**src/rtl/cameralink_uart_phy.sv**
```systemverilog
// 8N1 UART PHY for the Camera Link serial channel: byte-strobe transmitter
// and mid-bit sampling receiver, full duplex on a single clock.
module cameralink_uart_phy #(
    parameter int CLKS_PER_BIT = 10417
) (
    input  logic       s_axi_aclk,
    input  logic       s_axi_areset,
    input  logic       tx_start,
    input  logic [7:0] tx_data,
    output logic       tx_busy,
    output logic       tx_serial,
    input  logic       rx_serial,
    output logic [7:0] rx_data,
    output logic       rx_ready,
    output logic       rx_frame_error
);
    localparam int CW = $clog2(CLKS_PER_BIT);
    localparam logic [CW-1:0] BIT_LAST = CW'(CLKS_PER_BIT - 1);
    localparam logic [CW-1:0] HALF_BIT = CW'(CLKS_PER_BIT / 2);

    localparam logic [1:0] TX_IDLE  = 2'd0;
    localparam logic [1:0] TX_START = 2'd1;
    localparam logic [1:0] TX_DATA  = 2'd2;
    localparam logic [1:0] TX_STOP  = 2'd3;

    localparam logic [2:0] RX_IDLE  = 3'd0;
    localparam logic [2:0] RX_START = 3'd1;
    localparam logic [2:0] RX_DATA  = 3'd2;
    localparam logic [2:0] RX_STOP  = 3'd3;
    localparam logic [2:0] RX_BREAK = 3'd4;

    logic [1:0]    r_tx_state;
    logic [CW-1:0] r_tx_cnt;
    logic [2:0]    r_tx_bit;
    logic [7:0]    r_tx_shift;
    logic          r_tx_busy;
    logic          r_tx_serial;
    logic          w_tx_bit_done;

    logic          r_rx_sync1;
    logic          r_rx_sync2;
    logic [2:0]    r_rx_state;
    logic [CW-1:0] r_rx_cnt;
    logic [2:0]    r_rx_bit;
    logic [7:0]    r_rx_shift;
    logic [7:0]    r_rx_data;
    logic          r_rx_ready;
    logic          r_rx_ferr;
    logic          w_rx_bit_done;

    assign w_tx_bit_done  = (r_tx_cnt == BIT_LAST);
    assign w_rx_bit_done  = (r_rx_cnt == BIT_LAST);
    assign tx_busy        = r_tx_busy;
    assign tx_serial      = r_tx_serial;
    assign rx_data        = r_rx_data;
    assign rx_ready       = r_rx_ready;
    assign rx_frame_error = r_rx_ferr;

    // Next line level is loaded at each bit boundary so tx_serial stays a flop output.
    always_ff @(posedge s_axi_aclk) begin
        if (s_axi_areset) begin
            r_tx_state  <= TX_IDLE;
            r_tx_cnt    <= '0;
            r_tx_bit    <= '0;
            r_tx_shift  <= '0;
            r_tx_busy   <= 1'b0;
            r_tx_serial <= 1'b1;
        end else begin
            case (r_tx_state)
                TX_IDLE: begin
                    if (tx_start) begin
                        r_tx_shift  <= tx_data;
                        r_tx_cnt    <= '0;
                        r_tx_bit    <= '0;
                        r_tx_busy   <= 1'b1;
                        r_tx_serial <= 1'b0;
                        r_tx_state  <= TX_START;
                    end
                end
                TX_START: begin
                    if (w_tx_bit_done) begin
                        r_tx_cnt    <= '0;
                        r_tx_serial <= r_tx_shift[0];
                        r_tx_shift  <= {1'b0, r_tx_shift[7:1]};
                        r_tx_state  <= TX_DATA;
                    end else begin
                        r_tx_cnt <= r_tx_cnt + 1'b1;
                    end
                end
                TX_DATA: begin
                    if (w_tx_bit_done) begin
                        r_tx_cnt <= '0;
                        if (r_tx_bit == 3'd7) begin
                            r_tx_serial <= 1'b1;
                            r_tx_state  <= TX_STOP;
                        end else begin
                            r_tx_bit    <= r_tx_bit + 3'd1;
                            r_tx_serial <= r_tx_shift[0];
                            r_tx_shift  <= {1'b0, r_tx_shift[7:1]};
                        end
                    end else begin
                        r_tx_cnt <= r_tx_cnt + 1'b1;
                    end
                end
                TX_STOP: begin
                    if (w_tx_bit_done) begin
                        r_tx_cnt   <= '0;
                        r_tx_busy  <= 1'b0;
                        r_tx_state <= TX_IDLE;
                    end else begin
                        r_tx_cnt <= r_tx_cnt + 1'b1;
                    end
                end
                default: r_tx_state <= TX_IDLE;
            endcase
        end
    end

    // Start sample lands one cycle past the half bit, which keeps the stop
    // sample inside the stop bit for a receiver running slightly slow.
    always_ff @(posedge s_axi_aclk) begin
        if (s_axi_areset) begin
            r_rx_sync1 <= 1'b1;
            r_rx_sync2 <= 1'b1;
            r_rx_state <= RX_IDLE;
            r_rx_cnt   <= '0;
            r_rx_bit   <= '0;
            r_rx_shift <= '0;
            r_rx_data  <= '0;
            r_rx_ready <= 1'b0;
            r_rx_ferr  <= 1'b0;
        end else begin
            r_rx_sync1 <= rx_serial;
            r_rx_sync2 <= r_rx_sync1;
            r_rx_ready <= 1'b0;
            r_rx_ferr  <= 1'b0;
            case (r_rx_state)
                RX_IDLE: begin
                    if (!r_rx_sync2) begin
                        r_rx_cnt   <= '0;
                        r_rx_state <= RX_START;
                    end
                end
                RX_START: begin
                    if (r_rx_cnt == HALF_BIT) begin
                        r_rx_cnt   <= '0;
                        r_rx_bit   <= '0;
                        r_rx_state <= r_rx_sync2 ? RX_IDLE : RX_DATA;
                    end else begin
                        r_rx_cnt <= r_rx_cnt + 1'b1;
                    end
                end
                RX_DATA: begin
                    if (w_rx_bit_done) begin
                        r_rx_cnt   <= '0;
                        r_rx_shift <= {r_rx_sync2, r_rx_shift[7:1]};
                        if (r_rx_bit == 3'd7) r_rx_state <= RX_STOP;
                        else r_rx_bit <= r_rx_bit + 3'd1;
                    end else begin
                        r_rx_cnt <= r_rx_cnt + 1'b1;
                    end
                end
                RX_STOP: begin
                    if (w_rx_bit_done) begin
                        r_rx_cnt <= '0;
                        if (r_rx_sync2) begin
                            r_rx_data  <= r_rx_shift;
                            r_rx_ready <= 1'b1;
                            r_rx_state <= RX_IDLE;
                        end else begin
                            r_rx_ferr  <= 1'b1;
                            r_rx_state <= RX_BREAK;
                        end
                    end else begin
                        r_rx_cnt <= r_rx_cnt + 1'b1;
                    end
                end
                RX_BREAK: begin
                    if (r_rx_sync2) r_rx_state <= RX_IDLE;
                end
                default: r_rx_state <= RX_IDLE;
            endcase
        end
    end
endmodule

```
**config.mk**
```make
export PLATFORM = sky130hd
export DESIGN_NAME = cameralink_uart_phy
export DESIGN_NICKNAME = d
export VERILOG_FILES = /design/src/rtl/cameralink_uart_phy.sv
export SDC_FILE = /design/constraint.sdc
export NUM_CORES = 1
export LEC_CHECK = 0
export CAP_MARGIN = 25
export CELL_PAD_IN_SITES_DETAIL_PLACEMENT = 1
export CELL_PAD_IN_SITES_GLOBAL_PLACEMENT = 1
export CORE_ASPECT_RATIO = 1.5
export CORE_MARGIN = 3
export CORE_UTILIZATION = 45
export DETAILED_ROUTE_END_ITERATION = 10
export PLACE_DENSITY_LB_ADDON = 0.1
export SLEW_MARGIN = 20
export SYNTH_ARGS = -nofsm -noshare
export SYNTH_HDL_FRONTEND = slang
export SYNTH_SLANG_ARGS = --single-unit
```
**constraint.sdc**
```tcl
create_clock -name s_axi_aclk -period 2.8 [get_ports s_axi_aclk]
set_input_delay 0.42 -clock s_axi_aclk [delete_from_list [all_inputs] [get_ports s_axi_aclk]]
set_output_delay 0.42 -clock s_axi_aclk [all_outputs]
set_load 0.05 [all_outputs]
```
==> impl_metrics.yaml <==
global_route:
  grt_max_degree: 34
  antenna_found_initial: 0
  grt_pass1_wl_um: 14400
  grt_usage: 0.204
  grt_overflow_total: 0
  grt_pass1_vias: 3028
setup_path:
  worstSetupPathType: "flop to flop"
  worst-path-max-fanout: 5
  endpoint_kind: "flop"
  cp_data_required_time_ns: 3.10
  cp.arrival_ns: 2.75
  cp-start-kind: "flop"
yosys:
  synthTopCellsByArea: "dfxtp_1, mux2i_1, nor2_1"
  avgSynthCellArea_um2: 8.75
  synthArstFlopShare: 0
  synth_ff_type: "dfxtp_1"
  synth_edf_count: 0
  yosysSeqAreaShare: 0.395
  synth_warnings: 0
  netlist_instances: 400
  syn_area_um2: 3500
  synth.distinct_cells: 51
  synth_top_area_cell: "dfxtp_1"
  ys_ff_latch: 69
  yosysTopAreaCellShare: 0.395
  syn_nets: 425
cells_and_area:
  final_common_cell: "dfxtp_1"
  final_cell_area_um2: 3990
  utilization: 0.538
  diodes: 0
  drive_gt1_frac: 0.0967
  final_nets: 444
  syn2layout_area_growth_pct: 13.9
  layout_common_cells: "dfxtp_1, nor2_1, nand2_1, mux2i_1, clkdlybuf4s50_1"
die:
  initial_utilization: 0.472
  boundaryPins: 24
  num_rows: 38
  core_area_um2: 7420
  die_w_um: 78.0
  die_h_um: 114
  die_area_um2: 8900
placement:
  dpl.hpwl_um: 6000
  gp_congestion: 0.812
  place_area_um2: 3820
  numPortBuffers: 23
sta:
  timing.hold.ws_ns: 0.422
  period_share: 0.875
  fin_crit_ns: 2.45
  rsz0062_at_grt: "false"
  hold_violations: 0
  skew_ns: 0.00931
  setup_viol: 0
  setup_tns_ns: 0
  max_freq_ghz: 0.408
  tightest_slew_ns: 0.777
  maxSlewViolCount: 0
  relSlewSlack: 0.472
drt:
  antenna_left: 0
  dr.pass1.iters: 4
  num_vias: 2940
  route.detailed.drc: 0
  drtIter0Drc: 111
  drt-wirelength-per-cell_um: 16.1
  totalWireLength_um: 8440
  viasPerCell: 5.61
power:
  power_mw: 2.69
  vdd_drop_max_uv: 462
  cellPowerDensity_nw_per_um2: 673
  leakage_nw: 1.55
clock_network:
  root_buffer: "clkbuf_8"
  clock_path_buffers: 2
  cts_sinks: 69
  cts_setup_buffers: 0
  tritoncts: "yes"
  postCtsResizedCells: 0
  cts_hold_buf: 0
  clk_latency_ns: 0.37
  cts_made_buffers: 9
  clk_pin_slew_worst_paths_ns: 0.08
  htree_num_levels: 3
outcome:
  status: "finished, final reports clean"
flow_run:
  maxCapViolCount: 0
hold_path:
  min_path_type: "flop to flop"
cell usage after synthesis (all sizes together), types with 2 or more instances:
library cell	number
a211oi	3
a21o	2
a21oi	20
a22o	5
a31oi	10
a41oi	2
and2	2
and3	2
and4	2
buf	3
clkbuf	19
dfxtp	69
ha	13
inv	8
mux2	2
mux2i	28
nand2	29
nand2b	10
nand3	12
nand3b	4
nand4	7
nor2	47
nor2b	12
nor3	6
nor3b	4
nor4	10
nor4b	2
o21ai	19
o22ai	3
o31ai	2
o41ai	8
or2	6
or3	3
or3b	2
or4	3
or4b	4
xnor2	3
xor2	8
flip-flops by register name (all words and copies together) (netlist names):
register        cells
r_rx_bit            3
r_rx_cnt           14
r_rx_shift          8
r_rx_state          3
r_rx_sync1          1
r_rx_sync2          1
r_tx_bit            3
r_tx_cnt           14
r_tx_shift          8
r_tx_state          2
rx_data             8
rx_frame_error      1
rx_ready            1
tx_busy             1
tx_serial           1
worst max-delay path, cell delays in order (launching register included):
cell and delay, ns:
dfxtp_1 0.34, inv_1 0.09, ha_1 0.15, or4b_4 0.50, nor4_1 0.43, o22ai_1 0.24
or4_1 0.51, a21oi_1 0.13
power breakdown:
part	internal, mW	switching, mW	total (mW)
clock network	0.320	0.415	0.734
logic	0.321	0.520	0.841
registers	1.06	0.0513	1.11
total	1.70	0.986	2.69
per-layer routing:
| metal | vias to the layer above | routed length, um | global-route usage |
|---|---|---|---|
| met5 | - | 0 | 0 |
| met4 | 0 | 197 | 0.0992 |
| met3 | 15 | 163 | 0.0379 |
| met2 | 29 | 4410 | 0.358 |
| met1 | 1418 | 3660 | 0.236 |
| li1 | 1478 | - | - |
cell families (layout without fill, tap and decap cells):
family,count (synthesis),in the layout,synth area share
and+or+nand+nor,170,170,0.273
adders and majority gates,13,13,0.0465
xor gates and xnor gates,11,11,0.0275
DFF,69,69,0.395
muxes,30,30,0.0865
buffers and inverters,30,54,0.0329
AOI/OAI and AO/OA,77,77,0.139
path summary, 6_finish.rpt:
check | slack [ns] | start | cells after the start | end
hold / removal | 0.42 | r_rx_sync1$_SDFF_PP1_ | 1 | r_rx_sync2$_SDFF_PP1_
setup / recovery | 0.35 | r_rx_cnt[1]$_SDFFE_PP0P_ | 7 | r_rx_state[0]$_SDFFE_PP0P_
setup reg to reg | 0.35 | r_rx_cnt[1]$_SDFFE_PP0P_ | 7 | r_rx_state[0]$_SDFFE_PP0P_
hold reg to reg | 0.42 | r_rx_sync1$_SDFF_PP1_ | 1 | r_rx_sync2$_SDFF_PP1_
per-stage QoR:
step,setup slack (ns),cells
2_1_floorplan,0.628,400
4_1_cts,0.374,524
5_1_grt,0.187,524
3_5_place_dp,0.419,508
3_3_place_gp,0.331,508
6_report,0.349,524
cell type report:
class / count / area (um2)
well taps: 100 / 125
flip-flops and latches: 69 / 1380
inverters: 8 / 30.0
fillers: 898 / 3430
clock inverters: 6 / 38.8
multi-input cells: 301 / 2010
repair buffers: 30 / 278
clock buffers: 10 / 128
Power figures use the tool's default switching activity.
==> edit (same settings) <==
Make the reset (`s_axi_areset`) asynchronous in 2 clocked blocks.
--- a/src/rtl/cameralink_uart_phy.sv
+++ b/src/rtl/cameralink_uart_phy.sv
@@ -59,3 +59,3 @@
     // Next line level is loaded at each bit boundary so tx_serial stays a flop output.
-    always_ff @(posedge s_axi_aclk) begin
+    always_ff @(posedge s_axi_aclk or posedge s_axi_areset) begin
         if (s_axi_areset) begin
@@ -120,3 +120,3 @@
     // sample inside the stop bit for a receiver running slightly slow.
-    always_ff @(posedge s_axi_aclk) begin
+    always_ff @(posedge s_axi_aclk or posedge s_axi_areset) begin
         if (s_axi_areset) begin
Formal check against the unedited RTL: differs if s_axi_areset is asserted again (counterexample within 4 cycles, from zero or initial values and one cycle with s_axi_areset high); with s_axi_areset held inactive, the same outputs for 10 cycles.
==> edit against the unedited design <==
  * Area after synthesis increased by 2.3%
  * Setup slack got worse by 17 ps
  * Routed wire length decreased by 4.8%
  * Sequential share of layout area rose by 5.9 points
  * Power increased by 22%
  * Cell area increased by 7.0%
  * Core utilization increased by 1.9 points
  * Sequential cell count did not move
  * Critical endpoint is now r_tx_state[1]
  * Highest routed layer unchanged
==> edit: results (changes against the unedited design) <==
Clock slew at reported path FFs - 60 ps (-20 ps)
Slew headroom - 0.6507 (+0.1788)
Fill cells - 851 (-5.2%)
Leakage - 1.924 nW (+24%)
Vias in the first global route - 2,936 (-3.0%)
Post-synthesis xor/xnor area fraction - 0.03423 (+0.006710)
Final net count - 397 (-11%)
Mux share of post-synthesis cell area - 0.1229 (+0.03646)
CP Data Arrival Time - 2680 ps (-70 ps)
Post-Syn Area per Cell - 10.50 µm² (+20%)
Status - completed
Syn nets - 366 (-14%)
Adder-Cell Fraction of Synth Area - 0.04541 (-0.001055)
Vias per inst - 5.585 (-0.47%)
Synth Area in Compound Gates - 0.09955 (-0.03984)
Placer Congestion - 0.8290 (+2.1%)
Post-synthesis sequential area ratio - 0.4831 (+0.08849)
Hold EP - r_rx_sync2
Reg2reg setup slack - 330 ps (-20 ps)
HPWL Detailed - 5863 µm (-2.3%)
Fraction of layout cells with a size suffix above 1 - 0.1724 (+0.07572)
Detailed Route WL - 8030 µm (-4.8%)
Critical path fanouts, max - 6 (+1)
Hold_sp - r_rx_sync1
Yosys cell types - 53 (+3.9%)
Clk_lat worst skew - 330 ps (-40 ps)
Post-Place Cells - 463 (-8.9%)
Root buf cell - clkbuf_16
First-pass GRT wire length - 14,260 µm (-1.0%)
Pre-CTS setup slack - 342.3 ps (-76.94 ps)
WL/cell - 16.76 µm (+4.1%)
Ys flop type - dfrtp_1
==> edit: cells by family (layout without fill, tap and decap cells) <==
group | Yosys count | in the layout
adders and majority gates | 13 | 13
buffers and inverters | 27 | 63
DFF | 69 | 69
and+or+nand+nor | 125 | 125
AOI/OAI and AO/OA | 56 | 56
muxes | 37 | 37
xor gates and xnor gates | 14 | 14
==> edit: worst max-delay path by stage <==
stage / to / slack (ps) / cells past startpoint
after detailed placement: r_tx_state[1] / 340 / 7
after CTS: r_tx_state[1] / 320 / 7
final: r_tx_state[1] / 330 / 7
after global routing: r_tx_state[1] / 100 / 7
after floorplan: r_tx_shift[0] / 540 / 7
after global placement: r_tx_state[1] / 410 / 7
==> edit: worst max-delay path, cell delays in order, from the launching register on <==
cell	delay [ps]
dfrtp_1	430
inv_1	80
ha_1	130
or3b_2	470
nor4_2	470
a21oi_1	130
nor3_1	280
mux2_1	350
==> edit: final cells by class <==
cell class              count  share of cell area
flip-flops and latches     69              0.4055
inverters                  17             0.01495
clock buffers              11             0.05687
clock inverters             5             0.01407
well taps                 102             0.02990
repair buffers             30             0.06919
multi-input cells         245              0.4096
==> edit: through the flow <==
| stage | hold WS, ps | cell area (µm²) |
|---|---|---|
| final | 361.0 | 4268 |
| after floorplan | 345.2 | 3582 |
| after global placement | 347.0 | 3965 |
| after CTS | 364.5 | 4268 |
| after global routing | 367.7 | 4268 |
| after detailed placement | 356.2 | 3965 |
==> edit: power by group <==
group | internal [W] | switching (W)
registers | 0.00111 | 0.0000852
logic | 0.000470 | 0.000458
clock network | 0.000715 | 0.000434
==> edit: metal layers <==
layer | wire length [µm] | GRT usage
met5 | 0 | 0
met4 | 140 | 0.08372
met3 | 149 | 0.04232
met1 | 3329 | 0.2291
met2 | 4411 | 0.3607
